**config.mk**
```make
export PLATFORM = sky130hd
export DESIGN_NAME = neuro_tick_bank
export DESIGN_NICKNAME = d
export VERILOG_FILES = /design/src/rtl/neuro_tick_bank_pkg.sv /design/src/rtl/neuro_tick_chan.sv /design/src/rtl/neuro_tick_bank.sv
export SDC_FILE = /design/constraint.sdc
export NUM_CORES = 1
export LEC_CHECK = 0
export CAP_MARGIN = 40
export CORE_MARGIN = 4
export CORE_UTILIZATION = 60
export CTS_BUF_LIST = sky130_fd_sc_hd__clkbuf_4 sky130_fd_sc_hd__clkbuf_8 sky130_fd_sc_hd__clkbuf_16
export CTS_CLUSTER_DIAMETER = 50
export DETAILED_ROUTE_END_ITERATION = 7
export GPL_TIMING_DRIVEN = 1
export HOLD_SLACK_MARGIN = 0.08
export PLACE_DENSITY_LB_ADDON = 0.08
export SYNTH_ARGS = -nofsm -noshare
export SYNTH_HDL_FRONTEND = slang
export SYNTH_SLANG_ARGS = --single-unit
export TNS_END_PERCENT = 1
```
**constraint.sdc**
```tcl
create_clock -name clk -period 6.9 [get_ports clk]
set_input_delay 1.035 -clock clk [delete_from_list [all_inputs] [get_ports clk]]
set_output_delay 1.035 -clock clk [all_outputs]
set_load 0.005 [all_outputs]
```
**src/rtl/neuro_tick_bank_pkg.sv**
```systemverilog
// Shared constants for the tick bank: bus bit positions and the
// per-channel config word layout {en, oneshot, period}.
package neuro_pkg;

    localparam int TICK_NEVER_IDX  = 0;
    localparam int TICK_ALWAYS_IDX = 1;
    localparam int TICK_BASE       = 2;
    localparam int PERIOD_LSB      = 0;

    function automatic int cfg_w(input int cnt_w);
        return cnt_w + 2;
    endfunction

    function automatic int en_bit(input int cnt_w);
        return cnt_w + 1;
    endfunction

    function automatic int oneshot_bit(input int cnt_w);
        return cnt_w;
    endfunction

endpackage

```
**src/rtl/neuro_tick_chan.sv**
```systemverilog
// One tick channel: shift stage, shadowed active config, counter,
// one-shot done flag and tick decode.
// Ports: clk, reset, sync_clr, shift_en, shift_in/shift_out, commit,
//        run_en in; tick, done out.
module neuro_tick_chan
    import neuro_pkg::*;
#(
    parameter int CNT_W = 8
) (
    input  logic clk,
    input  logic reset,
    input  logic sync_clr,
    input  logic shift_en,
    input  logic shift_in,
    input  logic commit,
    input  logic run_en,
    output logic shift_out,
    output logic tick,
    output logic done
);

    localparam int CW      = cfg_w(CNT_W);
    localparam int EN_BIT  = en_bit(CNT_W);
    localparam int OS_BIT  = oneshot_bit(CNT_W);

    logic [CW-1:0]    shift_q;
    logic [CW-1:0]    act_q;
    logic [CNT_W-1:0] count_q;
    logic             done_q;

    logic             en;
    logic             oneshot;
    logic [CNT_W-1:0] period;
    logic             at_p;

    assign en      = act_q[EN_BIT];
    assign oneshot = act_q[OS_BIT];
    assign period  = act_q[PERIOD_LSB +: CNT_W];
    assign at_p    = (count_q == period);

    // Shift stage is independent of the running counter.
    always_ff @(posedge clk or posedge reset) begin
        if (reset) begin
            shift_q <= '0;
        end else if (shift_en) begin
            shift_q <= {shift_in, shift_q[CW-1:1]};
        end
    end

    always_ff @(posedge clk or posedge reset) begin
        if (reset) begin
            act_q <= '0;
        end else if (commit) begin
            act_q <= shift_q;
        end
    end

    // A one-shot holds its count at P once done; the tick is masked.
    always_ff @(posedge clk or posedge reset) begin
        if (reset) begin
            count_q <= '0;
            done_q  <= 1'b0;
        end else if (sync_clr || commit || !en) begin
            count_q <= '0;
            done_q  <= 1'b0;
        end else if (run_en && !done_q) begin
            if (at_p) begin
                if (oneshot) begin
                    done_q <= 1'b1;
                end else begin
                    count_q <= '0;
                end
            end else begin
                count_q <= count_q + 1'b1;
            end
        end
    end

    assign tick      = en & run_en & ~done_q & at_p;
    assign done      = done_q;
    assign shift_out = shift_q[0];

endmodule

```
**src/rtl/neuro_tick_bank.sv**
```systemverilog
// Bank of programmable tick generators with a serial shadowed config
// chain; config commits on the falling edge of config_en.
// Ports: clk, reset, sync_clr, config_en, bs_in, run_en in;
//        bs_out, tick_bus[NUM_CH+1:0], done[NUM_CH-1:0] out.
module neuro_tick_bank
    import neuro_pkg::*;
#(
    parameter int NUM_CH = 6,
    parameter int CNT_W  = 8
) (
    input  logic              clk,
    input  logic              reset,
    input  logic              sync_clr,
    input  logic              config_en,
    input  logic              bs_in,
    output logic              bs_out,
    input  logic              run_en,
    output logic [NUM_CH+1:0] tick_bus,
    output logic [NUM_CH-1:0] done
);

    logic              config_en_q;
    logic              commit;
    logic [NUM_CH:0]   chain;
    logic [NUM_CH-1:0] ticks;

    always_ff @(posedge clk or posedge reset) begin
        if (reset) begin
            config_en_q <= 1'b0;
        end else begin
            config_en_q <= config_en;
        end
    end

    // Commit lands on the first edge that sees config_en low.
    assign commit   = config_en_q & ~config_en;
    assign chain[0] = bs_in;

    for (genvar k = 0; k < NUM_CH; k++) begin : g_ch
        neuro_tick_chan #(
            .CNT_W (CNT_W)
        ) u_chan (
            .clk       (clk),
            .reset     (reset),
            .sync_clr  (sync_clr),
            .shift_en  (config_en),
            .shift_in  (chain[k]),
            .commit    (commit),
            .run_en    (run_en),
            .shift_out (chain[k+1]),
            .tick      (ticks[k]),
            .done      (done[k])
        );
    end

    assign bs_out = chain[NUM_CH];

    always_comb begin
        tick_bus                     = '0;
        tick_bus[TICK_NEVER_IDX]     = 1'b0;
        tick_bus[TICK_ALWAYS_IDX]    = 1'b1;
        tick_bus[TICK_BASE +: NUM_CH] = ticks;
    end

endmodule

```
* Yosys cells after proc, flatten, opt, wreduce, memory -nomap -nowiden
Cells that the tools add are included.
** Cells by class
- Add/sub/neg operators :: 6
- Equality and inequality tests :: 12
- Mux-type cells :: 48
- Bitwise gates (word level) :: 26
- Reductions and logical operators :: 55
** Operators with widths (number)
- two-way mux 8 bit :: 24
- adder 8 x 1 -> 8 bit (second input constant) :: 6
- == test 8 bit :: 6
- nonzero test 2 bit :: 18
- two-way mux 1 bit :: 24
- AND 1 bit :: 19
- != test 3 bit (second input constant) :: 6
- AND reduction 3 bit :: 6
- logical NOT 1 bit :: 12
- AND reduction 2 bit :: 6
- logical OR 1 bit :: 7
- NOT 1 bit :: 7
- logical AND 1 bit :: 6
** Word-level totals
- Flip-flop bits (word level) :: 175
- Input port bits :: 6
- Output and inout port bits :: 15
- Word-level logic and storage cells :: 172

* Depth between registers and ports, before layout
Gate-level depths: netlist of run 1.
- Depth after elaboration :: 6
- Mapped depth :: 8
- Gate-level depth less buffers :: 6

* Hierarchy
A second synthesis of run 1 with hierarchy kept.
** Second synthesis, totals
- Cells, all modules :: 793
- Area total of the unflattened synthesis :: 9128.8 µm²
** By module, submodules not included
- neuro_tick_chan at g_ch[0].u_chan ... :: times used 5, cells an instance 131, area an instance 1510.2 µm², sequential area each 725.7 µm²
- neuro_tick_chan at g_ch[1].u_chan :: times used 1, cells an instance 131, area an instance 1512.7 µm², sequential area each 725.7 µm²
- neuro_tick_bank :: times used 1, cells an instance 7, area an instance 65.1 µm², sequential area each 25.0 µm²

* Worst setup path after synthesis of run 1
No wires, ideal clock.
- Kind :: in2out
- From :: input run_en
- To :: output tick_bus[3]
- Data arrival time :: 1822 ps
- Required time :: 5865 ps
- Slack :: 4043 ps
- Cell stages on the path :: 4
- Path buffers :: 2
- Path through :: clkbuf_1 nor2b_1 and3_1 buf_4
** On the way
- Word-level cells in the longest chain between the ends :: 3
** Ends and longest elaborated chain
- from (decl) :: line neuro_tick_bank.sv:17 : input logic run_en,
- AND 1 bit (3 in a row) :: line neuro_tick_chan.sv:79 : assign tick = en & run_en & ~done_q & at_p;
- to (decl) :: line neuro_tick_bank.sv:18 : output logic [NUM_CH+1:0] tick_bus,
Every way passes these cells.

* Final worst setup path of run 1
- From :: input run_en
- To :: output tick_bus[2]
Same word-level chain as after synthesis.

==> results of run 1 <==
## cells by family (layout without fill, tap and decap cells)
group | count (synthesis) | count (layout) | synth area share, %
AOI/OAI and AO/OA | 75 | 75 | 7.38
xor gates and xnor gates | 48 | 48 | 5.11
adders and majority gates | 6 | 6 | 0.913
buffers and inverters | 56 | 70 | 3.32
DFF | 175 | 175 | 53.2
muxes | 71 | 71 | 9.55
other | 2 | 2 | 0.0913
and+or+nand+nor | 362 | 362 | 20.4
## area by class of cell
cell class                 count  area [um2]
clock inverter                10         184
timing repair buffer          24         253
tap                          176         220
clock buffer                  22         475
sequential                   175        4380
inverter                      14        57.6
fill                        1010        4200
multi-input combinational    564        3580
## power breakdown
part           switching [mW]  leakage [nW]  total (mW)  internal [mW]
Sequential              0.104          2.36        1.26           1.16
Combinational           0.170          1.70       0.319          0.149
Clock                   0.380         0.321        1.05          0.673
Total                   0.654          4.38        2.64           1.98
## state kept, by name, summed over array words and instances (netlist names)
| signal | cells |
|---|---|
| g_ch.u_chan.act_q | 60 |
| config_en_q | 1 |
| g_ch.u_chan.count_q | 48 |
| g_ch.u_chan.shift_q | 60 |
| g_ch.u_chan.done | 6 |
## placed cells by master, fill, tap and decap left out, drive strengths merged, types with 3 or more instances in the layout
cell type	n
nor2	13
inv	14
a21o	4
bufinv	5
nor3	20
mux2	60
nor4	13
nand3	26
nand2	218
clkdlybuf4s50	17
o21ai	17
a32o	5
or2	5
o31ai	5
and3	21
o221ai	3
xnor2	40
ha	6
a221o	14
and2	3
clkinv	3
buf	7
a31oi	3
mux2i	11
clkbuf	22
a21oi	5
xor2	8
nor2b	8
or3	8
nand2b	7
a22o	11
nand4	15
dfrtp	175
## worst max-delay path: stages
cell	delay [ns]
clkdlybuf4s50_1	1.01
nand2b_1	0.34
nor4_1	0.27
clkdlybuf4s50_1	0.56
## layer usage
metal | track usage (%) | vias to the layer above | routed length [um]
li1 | - | 2747 | -
met1 | 27.4 | 2835 | 7080
met2 | 36.1 | 113 | 7990
met3 | 4.43 | 17 | 495
met4 | 6.44 | 0 | 175
met5 | 0 | - | 0
## metrics by stage
stage / area [um2] / power [mW] / hold slack, ns / setup slack, ns
global placement: 8440 / 1.58 / 0.470 / 2.72
detailed placement: 8490 / 1.60 / 0.473 / 2.69
CTS: 9150 / 2.66 / 0.493 / 2.66
floorplan: 8220 / 1.51 / 0.451 / 1.12
finish: 9150 / 2.64 / 0.488 / 2.64
global route: 9150 / 2.76 / 0.514 / 2.60
## worst min-delay path by stage
stage	start	endpoint	depth (start not counted)
after floorplan	g_ch[0].u_chan.shift_q[0]	g_ch[0].u_chan.act_q[0]	2
after global placement	g_ch[2].u_chan.shift_q[8]	g_ch[2].u_chan.act_q[8]	2
after detailed placement	g_ch[4].u_chan.shift_q[6]	g_ch[4].u_chan.act_q[6]	2
after CTS	g_ch[4].u_chan.shift_q[6]	g_ch[4].u_chan.act_q[6]	2
after global routing	g_ch[4].u_chan.shift_q[6]	g_ch[4].u_chan.act_q[6]	2
final	g_ch[5].u_chan.shift_q[5]	g_ch[5].u_chan.act_q[5]	2
==> metrics.txt, run 1 <==
crit end category output port; global-route wire length before repair 27400 um; CTS Sinks around 180; chip height 125 um; core box area 13300 um2; maximum clock rate 235 MHz; Max IR drop VDD 0.208 mV; Synth area leader dfrtp_1; final setup fails 0; Worst setup endpoint tick_bus[2]; outcome completed; # diodes 0; post-CTS setup buffers 0; Pwr Density approximately 290 nW/um2; top cell type's share of synthesized area 53.2%; Clk pin slew, worst setup/hold paths 0.06 ns; post-synth net total 807; Crit Path Max Fanout 14; synthesis-to-finish area growth 11.3%; main area contributors after synthesis dfrtp_1 53%, nand2_1 9.9%, mux2_2 8.2%; 1st-iter DRT viols 357; via count 5712; setup repair after global routing missed its margin false; Placed Instances 953; Post-Syn Area 8220 um2; Hold-fix buffers, CTS 0; asr flop ratio synth 100%; Slew headroom a little over two fifths; r2r endpoint g_ch[0].u_chan.count_q[6]; Worst Hold Class reg2reg; minimum clock period 4.26 ns; Top-Level Pins 21; initial antenna violation count 0; CP Launch Point run_en; Tot GR Track Use 21.1%; CTS tree built; sequential share of the synthesized area 53.2%; worst reg2reg startpoint config_en_q; Final Net Count 808; largest net degree at the start of global routing 65; worst setup path category in2out; Yosys Warn Count 0; PostCTS Resize Cnt 0; CTS root buffer clkbuf_16; ratio of cells with drive above 1 in the final layout 15.5%; die area 15600 um2; Worst Clk Skew 0.0111 ns; top-count cell post-synth nand2_1; DR pass1 iterations 5; starting density of the core about three fifths; crit path DAT between 3 and 4 ns; Leak around 4.4 nW; DR vias/cell 5.80; Non-Filler Instances 985; mean post-synth cell area 10.3 um2; Antenna Nets Post-Route 0; synth unique cells 55; Core Rows 42; top_reg_cell synth dfrtp_1; FF-to-FF setup slack roughly 4.5 ns; total grt overflow 0; worst skew pair latency 0.42 ns; RePlAce Congestion 0.855; IO buf count 18; startpoint type of the worst setup path input port; number of remaining DRC errors 0; number of buffers created by CTS 17; Fin Setup TNS 0 ns; Fin. Hold Viols 0; htree depth 4; DIE WIDTH 125 um; required time worst endpoint 5.86 ns; R2R depth 6; final critical-path share of the clock period approximately three fifths; Detail Placement HPWL 10400 um; CTS max path bufs 2; commonest cells in the synthesized netlist 218 x nand2_1, 175 x dfrtp_1, 60 x mux2_2, 40 x xnor2_1, 25 x nand3_1; Seq cells post-synth 175; count of final max-slew check failures 0; MaxCap Viol Count 0; Worst-Margin Slew roughly 0.84 ns; drt total wl 15700 um; number of global-route vias before repair slightly below 6000; number of synthesized flops with an enable pin 0; cells after synthesis 795; final core utilization between 60 and 70%; WL/cell around 16 um
Power figures use the tool's default switching activity.
==> run 2: changes to the inputs <==
--- a/config.mk
+++ b/config.mk
@@ -7,7 +7,7 @@
 export LEC_CHECK = 0
 export CAP_MARGIN = 40
 export CORE_MARGIN = 4
-export CORE_UTILIZATION = 60
+export CORE_UTILIZATION = 56
 export CTS_BUF_LIST = sky130_fd_sc_hd__clkbuf_4 sky130_fd_sc_hd__clkbuf_8 sky130_fd_sc_hd__clkbuf_16
 export CTS_CLUSTER_DIAMETER = 50
 export DETAILED_ROUTE_END_ITERATION = 7
==> constraint.sdc (replaced) <==
create_clock -name clk -period 3.8 [get_ports clk]
set_input_delay 0.57 -clock clk [delete_from_list [all_inputs] [get_ports clk]]
set_output_delay 0.57 -clock clk [all_outputs]
set_load 0.005 [all_outputs]
==> run 2 against run 1 <==
Effect of this change: clock power is 70% higher; die area rose by 6.7%; via count is 0.68% lower; combinational power is 85% higher; hold slack got worse by 0.0072 ns; flip-flop and latch count unchanged; clock skew down 0.0041 ns; register-to-register slack worse by 2.9 ns; wire length about the same; final cell count is 1.4% higher; power increased by 77%; critical path type is now reg2out; highest routed layer unchanged.
==> metrics.txt, run 2 (synthesis gave the netlist of run 1 again) <==
largest net degree at the start of global routing 62 (-4.6%); combinational power share 12.6% (+0.5 points); Placed Instances 967 (+1.5%); DR pass1 iterations 4 (-1); Seq. cell area 4380 um2 (unchanged); Detail Placement HPWL 10600 um (+2.2%); DR vias/cell 5.68 (-2.1%); worst reg2reg startpoint config_en_q; Worst Hold Class reg2reg; commonest non-fill, non-tap cell in the layout nand2_1; dpl cell area 8560 um2 (+0.78%); drt total wl 15700 um (about the same); net switching power 1.21 mW (+86%); Final Net Count 814 (+0.74%); number of remaining DRC errors 0 (unchanged); htree depth 4 (unchanged); Leak 4.39 nW (+0.21%); total grt overflow 0 (unchanged); Pwr Density 510 nW/um2 (+77%); number of global-route vias before repair 5611 (-4.2%); chip height 129 um (+3.3%); number of buffers created by CTS 17 (unchanged); crit path DAT 2.42 ns (-0.81 ns); ratio of cells with drive above 1 in the final layout 16.1% (+0.62 points); IO buf count 18 (unchanged); Top-Level Pins 21 (unchanged); Slew headroom 45.1% (+1.1 points); WL/cell 15.7 um (-1.5%); post-CTS setup buffers 0 (unchanged); Tot GR Track Use 20.1% (-1.0 points); CTS max path bufs 2 (unchanged); CTS tree built; worst skew pair latency 0.42 ns (about the same); Max IR drop VDD 0.409 mV (+97%); crit end category output port; multi-input logic area 3580 um2 (unchanged); Worst Clk Skew 0.00702 ns (-0.00410 ns); starting density of the core 56.8% (-4.8 points); Non-Filler Instances 999 (+1.4%); R2R depth 5 (-1); Fin. Hold Viols 0 (unchanged); CTS Sinks 175 (unchanged); PostCTS Resize Cnt 0 (unchanged); Fillers 1139 (+13%); CTS root buffer clkbuf_16; Core Rows 44 (+4.8%); final setup fails 0 (unchanged); DIE WIDTH 129 um (+3.3%); Min Hold Slack 0.480 ns (-0.00721 ns); # diodes 0 (unchanged); core box area 14500 um2 (+8.5%); synthesis-to-finish area growth 11.5%; Hold-fix buffers, CTS 0 (unchanged); global-route wire length before repair 26900 um (-2.0%); Fin Setup TNS 0 ns (unchanged); Clk pin slew, worst setup/hold paths 0.06 ns (about the same); final worst setup slack 0.808 ns (-1.83 ns); FF-to-FF setup slack 1.57 ns (-2.88 ns); sw frac 26.0% (+1.2 points); internal power 3.46 mW (+74%); Crit Path Max Fanout 6 (-8); hold depth 2 (unchanged); minimum clock period 2.99 ns; outcome completed; Flop pwr share 49.4% (+1.4 points); Worst setup endpoint tick_bus[7]; Antenna Nets Post-Route 0 (unchanged); final critical-path share of the clock period between 70% and 80%; 1st-iter DRT viols 305 (-15%); r2r endpoint g_ch[0].u_chan.count_q[4]; die area 16700 um2 (+6.7%); startpoint type of the worst setup path flip-flop; maximum clock rate 334 MHz; RePlAce Congestion 0.872 (+2.0%); Largest regs g_ch.u_chan.act_q (60), g_ch.u_chan.shift_q (60), g_ch.u_chan.count_q (48); count of final max-slew check failures 0 (unchanged); MaxCap Viol Count 0 (unchanged); required time worst endpoint 3.23 ns (-2.63 ns); initial antenna violation count 0 (unchanged); via count 5673 (-0.68%); clock share of power 38.0% (-1.9 points); dpl ws 0.953 ns (-1.74 ns); cell area after layout 9170 um2 (+0.20%); commonest non-fill, non-tap cells in the layout 218 x nand2_1, 175 x dfrtp_1, 60 x mux2_2, 40 x xnor2_1, 25 x nand3_1; worst setup path category reg2out; setup repair after global routing missed its margin false; Worst-Margin Slew 0.823 ns (-0.0153 ns); CP Launch Point g_ch[5].u_chan.count_q[3]
run 2: cell count changes in the layout (fill, tap and decap cells not counted):
cell,change
bufinv_16,-3
clkbuf_8,+3
buf_4,+5
buf_12,+1
clkinvlp_4,+1
clkbuf_4,-1
run 2: stage by stage:
| stage | power, mW | utilization (%) |
|---|---|---|
| after detailed placement | 2.93 | 59.1 |
| after global routing | 4.89 | 63.3 |
| after floorplan | 2.75 | - |
| after global placement | 2.90 | 58.9 |
| final | 4.67 | 63.3 |
| after CTS | 4.72 | 63.3 |
run 2: cell type report:
| type | instances | share of cell area (%) |
|---|---|---|
| flip-flops and latches | 175 | 47.8 |
| clock buffers | 24 | 5.55 |
| clock inverters | 8 | 1.12 |
| inverters | 14 | 0.614 |
| repair buffers | 30 | 3.38 |
| well taps | 184 | 2.51 |
| multi-input cells | 564 | 39.1 |
run 2: power groups by stage:
| stage | Clock, mW | Sequential [mW] | Combinational, mW |
|---|---|---|---|
| floorplan | 0 | 2.27 | 0.479 |
| global placement | 0 | 2.33 | 0.571 |
| detailed placement | 0 | 2.34 | 0.592 |
| CTS | 1.81 | 2.31 | 0.598 |
| global route | 1.89 | 2.34 | 0.665 |
| finish | 1.78 | 2.31 | 0.590 |
run 2: worst min-delay path by stage:
stage | to | start
after floorplan | g_ch[0].u_chan.act_q[0] | g_ch[0].u_chan.shift_q[0]
after global placement | g_ch[0].u_chan.act_q[9] | g_ch[0].u_chan.shift_q[9]
after detailed placement | g_ch[0].u_chan.act_q[9] | g_ch[0].u_chan.shift_q[9]
after CTS | g_ch[1].u_chan.act_q[1] | g_ch[1].u_chan.shift_q[1]
after global routing | g_ch[0].u_chan.act_q[6] | g_ch[0].u_chan.shift_q[6]
final | g_ch[0].u_chan.act_q[9] | g_ch[0].u_chan.shift_q[9]
run 2: worst max-delay path, cell delays in order (launching register included):
cell and delay, ns:
dfrtp_1 0.46, xor2_1 0.18, nor4_2 0.40, nand2_1 0.15
nor3_1 0.26, clkdlybuf4s50_1 0.56
run 2: routing by layer:
| metal | share of wire, % | GRT usage [%] | routed length (um) |
|---|---|---|---|
| met1 | 45 | 26.5 | 7130 |
| met2 | 50 | 33.1 | 7800 |
| met3 | 3.4 | 4.62 | 542 |
| met4 | 1.6 | 6.73 | 259 |
| met5 | 0 | 0 | 0 |
==> run 3: changes to the inputs <==
--- a/config.mk
+++ b/config.mk
@@ -7,7 +7,7 @@
 export LEC_CHECK = 0
 export CAP_MARGIN = 40
 export CORE_MARGIN = 4
-export CORE_UTILIZATION = 56
+export CORE_UTILIZATION = 60
 export CTS_BUF_LIST = sky130_fd_sc_hd__clkbuf_4 sky130_fd_sc_hd__clkbuf_8 sky130_fd_sc_hd__clkbuf_16
 export CTS_CLUSTER_DIAMETER = 50
 export DETAILED_ROUTE_END_ITERATION = 7
==> constraint.sdc (replaced) <==
create_clock -name clk -period 3.1 [get_ports clk]
set_input_delay 0.465 -clock clk [delete_from_list [all_inputs] [get_ports clk]]
set_output_delay 0.465 -clock clk [all_outputs]
set_load 0.005 [all_outputs]
==> run 3 against run 2 <==
Effect of this change: setup slack worse by 0.67 ns; register-to-register slack lost 0.47 ns; core utilization is 5.6 points higher; final cell count down 0.50%; sequential share of layout area is 0.14 points lower; sequential power is 22% higher; power up 25%; flip-flop and latch count unchanged.
==> metrics.txt, run 3 (synthesis gave the netlist of run 1 again) <==
dpl cell area 8560 um2 (unchanged); outcome completed; CTS root buffer clkbuf_16; total grt overflow 0 (unchanged); Worst Hold Class in2async; Placed Instances 963 (-0.41%); RePlAce Congestion 0.853 (-2.3%); DR pass1 iterations 5 (+1); ratio of cells with drive above 1 in the final layout 16.4% (+0.31 points); Leak 4.41 nW (+0.53%); MaxCap Viol Count 0 (unchanged); net switching power 1.51 mW (+24%); starting density of the core 61.6% (+4.8 points); final setup fails 0 (unchanged); total power 5.86 mW (+25%); synthesis-to-finish area growth 11.8%; maximum clock rate 337 MHz; R2R depth 5 (unchanged); r2r endpoint g_ch[2].u_chan.count_q[7]; Tot GR Track Use 21.7% (+1.6 points); Antenna Nets Post-Route 0 (unchanged); Final Net Count 818 (+0.49%); combinational power share 12.3% (-0.3 points); Flop pwr share 48.2% (-1.2 points); CTS Sinks 175 (unchanged); initial antenna violation count 0 (unchanged); drt total wl 16200 um (+2.7%); Fin Setup TNS 0 ns (unchanged); internal power 4.35 mW (+26%); PostCTS Resize Cnt 0 (unchanged); Hold-fix buffers, CTS 0 (unchanged); commonest non-fill, non-tap cell in the layout nand2_1; DR vias/cell 5.82 (+2.4%); number of remaining DRC errors 0 (unchanged); number of buffers created by CTS 17 (unchanged); crit end category output port; worst setup path category reg2out; Worst-Margin Slew 0.753 ns (-0.0704 ns); commonest non-fill, non-tap cells in the layout 218 x nand2_1, 175 x dfrtp_1, 60 x mux2_2, 40 x xnor2_1, 25 x nand3_1; Fillers 1009 (-11%); Worst Clk Skew 0.0111 ns (+0.00405 ns); CTS tree built; DIE WIDTH 125 um (-3.2%); Largest regs g_ch.u_chan.act_q (60), g_ch.u_chan.shift_q (60), g_ch.u_chan.count_q (48); clock share of power 39.5% (+1.5 points); highest metal used met4; IO buf count 18 (unchanged); worst skew pair latency 0.43 ns (about the same); chip height 125 um (-3.2%); Detail Placement HPWL 10700 um (+0.44%); Pwr Density 637 nW/um2 (+25%); final critical-path share of the clock period 95.6%; routed wl met2 8300 um (+6.4%); Core Rows 42 (-4.5%); Slew headroom 49.8% (+4.7 points); sw frac 25.7% (-0.26 points); DR WL met3 528 um (-2.6%); worst reg2reg startpoint config_en_q; setup repair after global routing missed its margin false; via count 5781 (+1.9%); core box area 13300 um2 (-7.8%); htree depth 4 (unchanged); CTS max path bufs 2 (unchanged); crit path DAT 2.50 ns (+0.08 ns); # diodes 0 (unchanged); Crit Path Max Fanout 4 (-2); die area 15600 um2 (-6.3%); Min Hold Slack 0.431 ns (-0.0495 ns); Top-Level Pins 21 (unchanged); minimum clock period 2.96 ns; Routed met1 length 7110 um (-0.38%); number of global-route vias before repair 5872 (+4.7%); post-CTS setup buffers 0 (unchanged); global-route wire length before repair 28000 um (+4.3%); CP Launch Point g_ch[1].u_chan.count_q[1]; FF-to-FF setup slack 1.10 ns (-0.47 ns); WL/cell 16.2 um (+3.2%); largest net degree at the start of global routing 98 (+58%); cell area after layout 9200 um2 (+0.29%); Non-Filler Instances 994 (-0.50%); Fin. Hold Viols 0 (unchanged); Clk pin slew, worst setup/hold paths 0.06 ns (about the same); Max IR drop VDD 0.493 mV (+21%); Worst setup endpoint tick_bus[3]; required time worst endpoint 2.63 ns (-0.60 ns); 1st-iter DRT viols 397 (+30%); count of final max-slew check failures 0 (unchanged); startpoint type of the worst setup path flip-flop
## run 3: cell types whose count changed in the layout (fill, tap and decap cells not counted)
cell,previous run,this run
clkinv_2,2,4
inv_6,1,3
clkbuf_4,2,0
buf_4,9,14
buf_16,1,0
clkinvlp_4,3,2
bufinv_16,2,5
clkbuf_8,5,0
## run 3: area by class of cell
type	instances	area, um2	share of cell area, %
sequential	175	4380	47.6
clock buffer	17	425	4.63
tap	176	220	2.39
inverter	14	56.3	0.612
timing repair buffer	34	320	3.48
clock inverter	14	213	2.31
multi-input combinational	564	3580	39.0
## run 3: per-layer routing
layer  vias up  GRT usage, %
met5         -             0
li1       2763             -
met2       107          37.4
met1      2883          27.8
met3        28          5.16
met4         0          5.87
## run 3: how the worst min path moves through the flow
stage	slack, ns	depth (start not counted)	to	start
after global placement	0.47	2	g_ch[1].u_chan.act_q[3]	g_ch[1].u_chan.shift_q[3]
final	0.43	2	g_ch[2].u_chan.done	reset
after floorplan	0.45	2	g_ch[0].u_chan.act_q[0]	g_ch[0].u_chan.shift_q[0]
after CTS	0.45	2	g_ch[2].u_chan.done	reset
after global routing	0.47	2	g_ch[2].u_chan.done	reset
after detailed placement	0.47	2	g_ch[5].u_chan.act_q[5]	g_ch[5].u_chan.shift_q[5]
## run 3: worst max-delay path, cell delays in order (launching register included)
cell             delay [ns]
dfrtp_1                0.43
xnor2_1                0.19
nand2_1                0.09
nor4_1                 0.60
and3_1                 0.27
clkdlybuf4s50_1        0.50
## run 3: power by group through the flow
stage | registers, mW | logic [mW] | clock network [mW]
final | 2.82 | 0.722 | 2.31
after global routing | 2.86 | 0.819 | 2.47
after CTS | 2.82 | 0.731 | 2.35
after detailed placement | 2.86 | 0.724 | 0
after global placement | 2.85 | 0.694 | 0
after floorplan | 2.78 | 0.587 | 0
## run 3: metrics by stage
step / util (%) / setup slack [ns]
finish: 68.9 / 0.136
detailed placement: 64.1 / 0.472
floorplan: - / 0.396
global route: 68.9 / 0.0338
CTS: 68.9 / 0.107
global placement: 64.1 / 0.513
